**config.mk**
```make
export PLATFORM = sky130hd
export DESIGN_NAME = rr_log_packetizer
export DESIGN_NICKNAME = d
export VERILOG_FILES = /design/src/rtl/rr_log_packetizer_pkg.sv /design/src/rtl/rr_next_set_bit.sv /design/src/rtl/rr_log_packetizer.sv
export SDC_FILE = /design/constraint.sdc
export NUM_CORES = 1
export LEC_CHECK = 0
export ABC_AREA = 1
export BUFFER_PORTS_ARGS = -buffer_cell sky130_fd_sc_hd__buf_4
export CAP_MARGIN = 0
export CORE_AREA = 5 5 385 387
export CTS_BUF_LIST = sky130_fd_sc_hd__clkbuf_16
export DETAILED_ROUTE_END_ITERATION = 8
export DIE_AREA = 0 0 390 392
export MAX_ROUTING_LAYER = met4
export PLACE_DENSITY_LB_ADDON = 0.08
export SLEW_MARGIN = 25
export SYNTH_ARGS = -nofsm -noshare
export SYNTH_HDL_FRONTEND = slang
export SYNTH_SLANG_ARGS = --single-unit
```
**constraint.sdc**
```tcl
create_clock -name clk -period 1.75 [get_ports clk]
set_input_delay 0.175 -clock clk [delete_from_list [all_inputs] [get_ports clk]]
set_output_delay 0.175 -clock clk [all_outputs]
set_load 0.01 [all_outputs]
```
**src/rtl/rr_log_packetizer_pkg.sv**
```systemverilog
// Shared fpgarr types: record widths, packetizer state encoding and header layout.
// The packetizer and its helpers import this package.
package rr_log_packetizer_pkg;

  localparam int RR_CHANNEL_WIDTH_BITS = 16;
  localparam int RR_MAX_LOGB           = 16;

  localparam int RR_AW_WIDTH = 72;
  localparam int RR_W_WIDTH  = 296;
  localparam int RR_AR_WIDTH = 72;

  // Channel 0 = AW, 1 = W, 2 = AR (entry 0 in the least significant slot)
  localparam logic [3*RR_CHANNEL_WIDTH_BITS-1:0] RR_DEFAULT_WIDTHS = {
    RR_CHANNEL_WIDTH_BITS'(RR_AR_WIDTH),
    RR_CHANNEL_WIDTH_BITS'(RR_W_WIDTH),
    RR_CHANNEL_WIDTH_BITS'(RR_AW_WIDTH)
  };

  typedef enum logic [1:0] {
    ST_IDLE = 2'd0,
    ST_HDR  = 2'd1,
    ST_DATA = 2'd2
  } rr_pkt_state_e;

  // Header beat: logb mask at the LSBs, loge mask immediately above it, rest zero.
  localparam int RR_HDR_LOGB_LSB = 0;

  typedef logic [RR_MAX_LOGB*RR_CHANNEL_WIDTH_BITS-1:0] rr_width_vec_t;

  function automatic int rr_width_offset(input rr_width_vec_t widths, input int idx);
    int s;
    s = 0;
    for (int k = 0; k < idx; k++) begin
      s += int'(widths[k*RR_CHANNEL_WIDTH_BITS +: RR_CHANNEL_WIDTH_BITS]);
    end
    return s;
  endfunction

endpackage

```
**src/rtl/rr_next_set_bit.sv**
```systemverilog
// Finds the lowest set bit of mask_i at or above start_i.
// start_i is one bit wider than an index so "past the top" can be expressed.
module rr_next_set_bit #(
  parameter  int WIDTH = 8,
  localparam int IDX_W = (WIDTH > 1) ? $clog2(WIDTH) : 1
) (
  input  logic [WIDTH-1:0] mask_i,
  input  logic [IDX_W:0]   start_i,
  output logic             found_o,
  output logic [IDX_W-1:0] idx_o
);

  // Scanning downward lets the lowest qualifying bit win.
  always_comb begin
    found_o = 1'b0;
    idx_o   = '0;
    for (int i = WIDTH - 1; i >= 0; i--) begin
      if (mask_i[i] && (i >= int'(start_i))) begin
        found_o = 1'b1;
        idx_o   = IDX_W'(i);
      end
    end
  end

endmodule

```
**src/rtl/rr_log_packetizer.sv**
```systemverilog
// Packs one snapshot of the record/replay channel loggers into a header beat
// followed by one LSB-aligned beat per captured data channel.
module rr_log_packetizer
  import rr_log_packetizer_pkg::*;
#(
  parameter  int LOGB_CNT  = 3,
  parameter  int LOGE_CNT  = 5,
  parameter  logic [LOGB_CNT-1:0][RR_CHANNEL_WIDTH_BITS-1:0] CHANNEL_WIDTHS = RR_DEFAULT_WIDTHS,
  parameter  int OUT_WIDTH = 512,
  localparam int DATA_W    = rr_width_offset(rr_width_vec_t'(CHANNEL_WIDTHS), LOGB_CNT)
) (
  input  logic                 clk,
  input  logic                 rstn,
  input  logic [LOGB_CNT-1:0]  logb_valid,
  input  logic [DATA_W-1:0]    logb_data,
  input  logic [LOGE_CNT-1:0]  loge_valid,
  output logic                 log_ready,
  output logic                 out_valid,
  input  logic                 out_ready,
  output logic [OUT_WIDTH-1:0] out_data,
  output logic                 out_last,
  output logic [31:0]          pkt_cnt
);

  localparam int PTR_W = (LOGB_CNT > 1) ? $clog2(LOGB_CNT) : 1;

  rr_pkt_state_e        state_q;
  logic [LOGB_CNT-1:0]  logb_mask_q;
  logic [LOGE_CNT-1:0]  loge_mask_q;
  logic [PTR_W-1:0]     ptr_q;
  logic                 out_valid_q;
  logic [31:0]          pkt_cnt_q;
  logic [OUT_WIDTH-1:0] data_q  [LOGB_CNT];
  logic [OUT_WIDTH-1:0] chan_in [LOGB_CNT];

  logic                 first_found;
  logic [PTR_W-1:0]     first_idx;
  logic                 above_found;
  logic [PTR_W-1:0]     above_idx;
  logic [PTR_W:0]       start_above;

  if (LOGB_CNT + LOGE_CNT > OUT_WIDTH) begin : g_err_hdr
    $error("rr_log_packetizer: header (LOGB_CNT+LOGE_CNT) wider than OUT_WIDTH");
  end
  if (LOGE_CNT < LOGB_CNT) begin : g_err_loge
    $error("rr_log_packetizer: LOGE_CNT must be >= LOGB_CNT");
  end
  if (LOGB_CNT > RR_MAX_LOGB) begin : g_err_max
    $error("rr_log_packetizer: LOGB_CNT exceeds RR_MAX_LOGB");
  end

  for (genvar g = 0; g < LOGB_CNT; g++) begin : g_chan
    localparam int OFF = rr_width_offset(rr_width_vec_t'(CHANNEL_WIDTHS), g);
    localparam int CW  = int'(CHANNEL_WIDTHS[g]);
    if (CW > OUT_WIDTH) begin : g_err_w
      $error("rr_log_packetizer: channel width exceeds OUT_WIDTH");
    end
    assign chan_in[g] = OUT_WIDTH'(logb_data[OFF +: CW]);
  end

  assign start_above = {1'b0, ptr_q} + (PTR_W + 1)'(1);

  rr_next_set_bit #(.WIDTH(LOGB_CNT)) u_first (
    .mask_i  (logb_mask_q),
    .start_i ('0),
    .found_o (first_found),
    .idx_o   (first_idx)
  );

  rr_next_set_bit #(.WIDTH(LOGB_CNT)) u_above (
    .mask_i  (logb_mask_q),
    .start_i (start_above),
    .found_o (above_found),
    .idx_o   (above_idx)
  );

  always_ff @(posedge clk or negedge rstn) begin
    if (!rstn) begin
      state_q     <= ST_IDLE;
      logb_mask_q <= '0;
      loge_mask_q <= '0;
      ptr_q       <= '0;
      out_valid_q <= 1'b0;
      pkt_cnt_q   <= '0;
      for (int i = 0; i < LOGB_CNT; i++) data_q[i] <= '0;
    end else begin
      case (state_q)
        ST_IDLE: begin
          if ((|logb_valid) || (|loge_valid)) begin
            logb_mask_q <= logb_valid;
            loge_mask_q <= loge_valid;
            for (int i = 0; i < LOGB_CNT; i++) begin
              if (logb_valid[i]) data_q[i] <= chan_in[i];
            end
            state_q     <= ST_HDR;
            out_valid_q <= 1'b1;
          end
        end
        ST_HDR: begin
          if (out_ready) begin
            if (!first_found) begin
              state_q     <= ST_IDLE;
              out_valid_q <= 1'b0;
              pkt_cnt_q   <= pkt_cnt_q + 32'd1;
            end else begin
              state_q <= ST_DATA;
              ptr_q   <= first_idx;
            end
          end
        end
        ST_DATA: begin
          if (out_ready) begin
            if (above_found) begin
              ptr_q <= above_idx;
            end else begin
              state_q     <= ST_IDLE;
              out_valid_q <= 1'b0;
              pkt_cnt_q   <= pkt_cnt_q + 32'd1;
            end
          end
        end
        default: begin
          state_q     <= ST_IDLE;
          out_valid_q <= 1'b0;
        end
      endcase
    end
  end

  // Beat content is a pure mux of registers, so it cannot move while stalled.
  always_comb begin
    out_data = '0;
    out_last = 1'b0;
    case (state_q)
      ST_HDR: begin
        out_data[RR_HDR_LOGB_LSB +: LOGB_CNT]            = logb_mask_q;
        out_data[RR_HDR_LOGB_LSB + LOGB_CNT +: LOGE_CNT] = loge_mask_q;
        out_last = !first_found;
      end
      ST_DATA: begin
        out_data = data_q[ptr_q];
        out_last = !above_found;
      end
      default: begin
        out_data = '0;
        out_last = 1'b0;
      end
    endcase
  end

  assign log_ready = (state_q == ST_IDLE);
  assign out_valid = out_valid_q;
  assign pkt_cnt   = pkt_cnt_q;

endmodule

```
==> results of run 1 <==
[cell families after synthesis]
group	Yosys count
AO/OA/AOI/OAI	256
XOR/XNOR	18
adder cells (fa/ha/maj)	4
other	1
multiplexers	216
flip-flops	485
buffers and inverters	664
AND/OR/NAND/NOR	1068
[worst max-delay path: stages, from the launching register on]
cell and delay [ns]:
dfrtp_1 0.38, inv_2 0.07, buf_6 0.09, ha_4 0.17, buf_6 0.12, buf_8 0.12
buf_12 0.13, buf_16 0.16, nand2_4 0.05, a21oi_2 0.12, buf_6 0.13
[per-layer routing]
metal / up-vias / GRT usage, % / share of wire [%] / wire, um
li1: 10900 / - / - / -
met1: 10700 / 16.9 / 40 / 46900
met2: 611 / 26.6 / 53 / 62100
met3: 107 / 3.77 / 6.0 / 7140
met4: 0 / 3.04 / 1.8 / 2110
met5: - / - / 0 / 0
[cell type report]
cell class | instances | area (um2)
Antenna cell | 36 | 90.1
Timing Repair Buffer | 1471 | 14100
Sequential cell | 485 | 12100
Clock buffer | 72 | 1800
Tap cell | 1917 | 2400
Multi-Input combinational cell | 1778 | 10200
Inverter | 316 | 1200
Clock inverter | 48 | 287
Fill cell | 15600 | 102000
[worst max path at each step]
stage / slack, ns / cells after the start / startpoint / end
2_1_floorplan: 0.01 / 7 / state_q[0]$_DFFE_PN0P_ / data_q[555]$_DFFE_PN0P_
3_3_place_gp: -0.21 / 8 / state_q[0]$_DFFE_PN0P_ / out_data[137]
3_5_place_dp: -0.18 / 8 / state_q[0]$_DFFE_PN0P_ / out_data[137]
4_1_cts: -0.74 / 10 / state_q[0]$_DFFE_PN0P_ / out_data[2]
5_1_grt: -0.76 / 10 / state_q[0]$_DFFE_PN0P_ / out_data[116]
6_report: -0.63 / 10 / state_q[0]$_DFFE_PN0P_ / out_data[2]
[cells in the mapped netlist]
cell	n
dfrtp_1	485
buf_2	80
xor2_1	7
o21ai_0	14
buf_6	1
inv_1	312
nor2_4	2
o32ai_1	1
nand3_1	86
a31oi_1	8
xnor2_1	11
clkbuf_1	37
and2_1	1
buf_4	218
clkinv_1	1
nand2_2	1
inv_2	2
nand4_1	8
conb_1	1
a21oi_1	233
nor2_1	508
nor3b_1	1
buf_1	12
nand2_1	459
nand3b_1	1
nor2_2	1
inv_4	1
ha_1	4
mux2_2	216
[sequential cells by signal, summed over array words and instances (netlist names)]
name and cells:
ptr_q 2, loge_mask_q 5, data_q 440, logb_mask_q 3
state_q 2, out_valid 1, pkt_cnt 32
[power breakdown]
group / leakage (nW) / internal [mW] / switching [mW]
clock network: 1.11 / 7.60 / 5.84
registers: 5.55 / 16.4 / 2.13
logic: 14.3 / 12.7 / 14.5
total: 21.0 / 36.7 / 22.4
[repair_timing]
item                                   4_1_cts  5_1_grt
gates resized for setup                    266      316
pin swaps                                   19       37
setup buffers                               31        9
endpoints found under the hold margin      932        0
hold buffers                               449        0
setup endpoints to repair                  439      538
gates cloned                                18       16
[metrics by stage]
stage	hold slack (ns)	power [mW]	worst slack [ns]
finish	0.108	59.1	-0.629
detailed placement	0.0760	40.4	-0.176
global placement	0.0784	40.4	-0.207
global route	0.0675	63.5	-0.758
CTS	0.0294	58.2	-0.739
floorplan	-0.121	30.6	0.0138
==> out/metrics.yaml, run 1 <==
grt_pass1_vias: 23600
synth_area_mm2: 0.0237
finalCritPeriodShare_pct: 136
syn_area_per_cell_um2: 8.73
rr_startpoint: "state_q[0]$_DFFE_PN0P_"
synth_cells: 2712
rsz0062_at_grt: "true"
die_height_um: 392
synth_compound_area_share_pct: 5.47
core_area_mm2: 0.145
routed_wl_um: 118000
yosysUniqueCellTypes: 29
row_count: 140
cts_inserted_buffers: 70
ir_drop_mv: 0.620
leakagePower_nw: 21.0
failed_checks: "negative setup slack"
fin_skew_ns: 0.0250
synthSimpleGateAreaFrac_pct: 17.6
first_pass_iters: 6
reg2reg_setup_slack_ns: -0.28
status: "finished, violations left"
grt_pass1_wl_um: 164000
area_growth_pct: 78.4
dpl_cell_area_mm2: 0.0324
cts_sinks: 485
rr_worst_depth: 14
design_area_mm2: 0.0422
place.gp.congestion: 0.733
synthAdderAreaFrac_pct: 0.212
antenna_left: 0
synth-seq-area-share_pct: 51.3
cts_root_buffer: "clkbuf_16"
cp.required_ns: 1.57
gr-total-overflow: 0
synth_top_area_share_pct: 51.3
instances_no_fill: 6123
maxCapViolations: 0
synth.ff_latch_count: 485
layout_common_cells: "801 x buf_4, 484 x dfrtp_1, 449 x dlygate4sd3_1"
pin_count: 998
cts_buffer_depth: 3
worst-endpoint-arrival_ns: 2.20
synth_top_family_by_area: "simple AND/OR/NAND/NOR gates"
setup_violations: 602
final_util_pct: 29.2
hold_viol: 0
r2r_end: "pkt_cnt[24]$_DFFE_PN0P_"
fin_nets: 4577
endpoint_kind: "output port"
max_slew_margin_pct: 39.7
cts_tree: "yes"
grt_max_degree: 75
wl_per_cell_um: 19.3
insertion_delay_ns: 0.65
drive_gt1_share_pct: 38.3
synthTopCellsByArea: "dfrtp_1 51%, mux2_2 10%, nor2_1 8.1%, nand2_1 7.3%, buf_4 6.9%"
grt_usage_pct: 14.9
mostFrequentLayoutCell: "buf_4"
numPortBuffers: 781
path_clk_slew_ns: 0.06
vias_per_cell: 3.64
tns_ns: -184.11
yosysWarnings: 0
final_max_slew_viol_count: 0
hp-start: "logb_valid[0]"
die-area_mm2: 0.153
htree_levels: 3
die_w_um: 390
synth_xor_area_share_pct: 0.666
drc: 0
pwr_density_cell_mw_per_mm2: 1400
hold_path_end: "state_q[0]$_DFFE_PN0P_"
critPathKind: "flip-flop to output port"
period_minus_slack_ns: 2.38
cp_max_fo: 5
worstMarginPinSlew_ns: 0.902
vias: 22300
drt_iter0_markers: 634
hpwl_um: 84700
synthMuxAreaShare_pct: 10.3
start_kind: "flip-flop"
layout_setup_ws_ns: -0.629
max_freq_mhz: 420
synth_area_leader_cell: "dfrtp_1"
dp_cells: 5449
antenna_found_initial: 36
hp-class: "primary input to flip-flop"
initial_utilization_pct: 16.4
whs_path_depth: 8
Power figures use the tool's default switching activity.
==> inputs of run 2 (changes only) <==
--- a/config.mk
+++ b/config.mk
@@ -14,6 +14,7 @@
 export DIE_AREA = 0 0 390 392
 export MAX_ROUTING_LAYER = met4
 export PLACE_DENSITY_LB_ADDON = 0.08
+export REMOVE_ABC_BUFFERS = 1
 export SLEW_MARGIN = 25
 export SYNTH_ARGS = -nofsm -noshare
 export SYNTH_HDL_FRONTEND = slang
==> run 2 against run 1 <==
Net effect:
- clock power is essentially flat
- critical path type unchanged
- setup slack gained 0.0087 ns
- fmax grew 0.37%
- final cell count shrank 0.56%
- critical endpoint is now out_data[149]
- the run still ends with negative setup slack left
- count of clock-buffer cells in the layout grew 2
- non-clock buffer count shrank 30
- routed wire length shrank 2.3%
- die area is the same
- core utilization grew 0.18 points
- register-to-register slack gained 0.15 ns
- first-iteration DRC count shrank 0.47%
- total power grew 1.4%
==> out/metrics.yaml, run 2 (synthesis gave the netlist of run 1 again) <==
crit_family: "buffers and inverters"
gr-total-overflow: 0  # unchanged
crit_cells: 8  # -2
grt_pass1_vias: 24100  # +2.2%
layout_common_cells: "769 x buf_4, 483 x dfrtp_1, 447 x dlygate4sd3_1"
cp.required_ns: 1.57  # about the same
initial_utilization_pct: 16.4  # unchanged
failed_checks: "negative setup slack"
intPower_mw: 37.1  # +0.96%
die_w_um: 390  # unchanged
max_slew_margin_pct: 62.7  # +23 points
holdWs_ns: 0.0781  # -0.0298 ns
final_max_slew_viol_count: 0  # unchanged
vias_per_cell: 3.70  # +1.6%
insertion_delay_ns: 0.63  # -0.02 ns
layout_setup_ws_ns: -0.621  # +0.00872 ns
drc: 0  # unchanged
place.gp.congestion: 0.746  # +1.8%
p_seq_share_pct: 31.8  # +0.4 points
cp_max_fo: 12  # +7
routed_wl_um: 116000  # -2.3%
leakagePower_nw: 21.3  # +1.7%
maxCapViolations: 0  # unchanged
cpPeakStageDelay_ns: 0.45  # +0.07 ns
worst-endpoint-arrival_ns: 2.20  # about the same
ir_drop_mv: 0.709  # +14%
mostFrequentLayoutCell: "buf_4"
p_total_mw: 60.0  # +1.4%
hold_viol: 0  # unchanged
r2r_end: "pkt_cnt[18]$_DFFE_PN0P_"
die-area_mm2: 0.153  # unchanged
start_kind: "flip-flop"
finalCritPeriodShare_pct: 135  # -0.50 points
p_sw_mw: 22.9  # +2.1%
antenna_found_initial: 27  # -25%
area_growth_pct: 79.5
vias: 22500  # +1.1%
hold_path_end: "logb_mask_q[1]$_DFFE_PN0P_"
fin_skew_ns: 0.0221  # -0.00288 ns
cts_buffer_depth: 3  # unchanged
htree_levels: 3  # unchanged
cp_cell_sequence: "nor2_4 -> buf_12 -> nand2_8 -> buf_12 -> buf_6 -> buf_4 -> nor2_4 -> buf_4"
drive_gt1_share_pct: 41.1  # +2.8 points
max_freq_mhz: 422  # +0.37%
cts_root_buffer: "clkbuf_16"
regMostFlops: "data_q"
hp-start: "logb_valid[1]"
rr_startpoint: "state_q[1]$_DFFE_PN0P_"
grt_usage_pct: 14.6  # -0.33 points
worstMarginPinSlew_ns: 0.560  # -0.342 ns
tns_ns: -172.26  # +11.85 ns
dpl_cell_area_mm2: 0.0325  # +0.19%
rr_worst_depth: 8  # -6
cts_sinks: 485  # unchanged
clkPwrFrac_pct: 22.2  # -0.5 points
path_clk_slew_ns: 0.05  # about the same
hp-class: "primary input to flip-flop"
drt_iter0_markers: 631  # -0.47%
row_count: 140  # unchanged
cts_inserted_buffers: 72  # +2.9%
setup_violations: 569  # -5.5%
whs_path_depth: 4  # -4
critPathKind: "flip-flop to output port"
hpwl_um: 85500  # +0.93%
die_height_um: 392  # unchanged
design_area_mm2: 0.0425  # +0.60%
period_minus_slack_ns: 2.37  # -0.00872 ns
dp_slack_ns: -0.233  # -0.0570 ns
endpoint_kind: "output port"
grt_pass1_wl_um: 161000  # -1.6%
pwr_density_cell_mw_per_mm2: 1410  # +0.77%
reg2reg_setup_slack_ns: -0.13  # +0.15 ns
largest_reg_flops: 440  # unchanged
wl_per_cell_um: 19.0  # -1.7%
fin_nets: 4549  # -0.61%
grt_max_degree: 70  # -6.7%
combPwrFrac_pct: 46.0  # about the same
antenna_left: 0  # unchanged
pin_count: 998  # unchanged
first_pass_iters: 4  # -2
cpMaxStageDelayCell: "dfrtp_2"
instances_no_fill: 6089  # -0.56%
rsz0062_at_grt: "true"
swShare_pct: 38.2  # +0.26 points
dp_cells: 5434  # -0.28%
final_util_pct: 29.4  # +0.18 points
status: "finished, violations left"
core_area_mm2: 0.145  # unchanged
cts_tree: "yes"
numPortBuffers: 781  # unchanged
critical_path_buf_inv_count: 5  # -2
-- run 2: tightest hold or removal path: stages --
cell	delay (ns)
buf_4	0.14
nand2_8	0.09
buf_12	0.17
o21ai_0	0.09
-- run 2: power by group through the flow --
stage	combinational, mW	clock [mW]	sequential [mW]
2_1_floorplan	10.7	0	17.4
3_3_place_gp	22.2	0	18.8
3_5_place_dp	22.1	0	18.8
4_1_cts	26.1	13.9	18.8
5_1_grt	30.1	14.3	19.7
6_report	27.6	13.3	19.1
-- run 2: worst max-delay path by stage --
stage                                   end              startpoint  slack (ns)
floorplan           data_q[512]$_DFFE_PN0P_  state_q[0]$_DFFE_PN0P_       -4.53
global placement              out_data[116]    ptr_q[0]$_DFFE_PN0P_       -0.24
detailed placement             out_data[39]    ptr_q[0]$_DFFE_PN0P_       -0.23
CTS                            out_data[34]    ptr_q[0]$_DFFE_PN0P_       -0.71
global route                  out_data[149]    ptr_q[1]$_DFFE_PN0P_       -0.76
finish                        out_data[149]    ptr_q[1]$_DFFE_PN0P_       -0.62
-- run 2: layout make-up --
class                      instances  area, um2
antenna                           27       67.6
clock buffer                      74       1850
clock inverter                    51        226
fill                           15600     102000
inverter                         316       1190
multi-input combinational       1778      10800
sequential                       485      12100
tap                             1917       2400
timing repair buffer            1441      13800
-- run 2: metal layers --
layer	share of wire, %	routed length (um)	GRT usage [%]	vias to the layer above
met5	0	0	-	-
met4	3.3	3790	4.97	0
met3	6.0	6890	3.61	148
met2	51	58500	25.2	686
met1	40	46400	16.4	10900
li1	-	-	-	10800
-- run 2: what timing repair did --
action                                  CTS  global route
endpoints found under the hold margin   912             0
setup buffers                            27            11
gates cloned                             12            19
resized for setup                       310           408
pin swaps                                40            46
endpoints found under the setup margin  604           715
hold buffers                            447             0
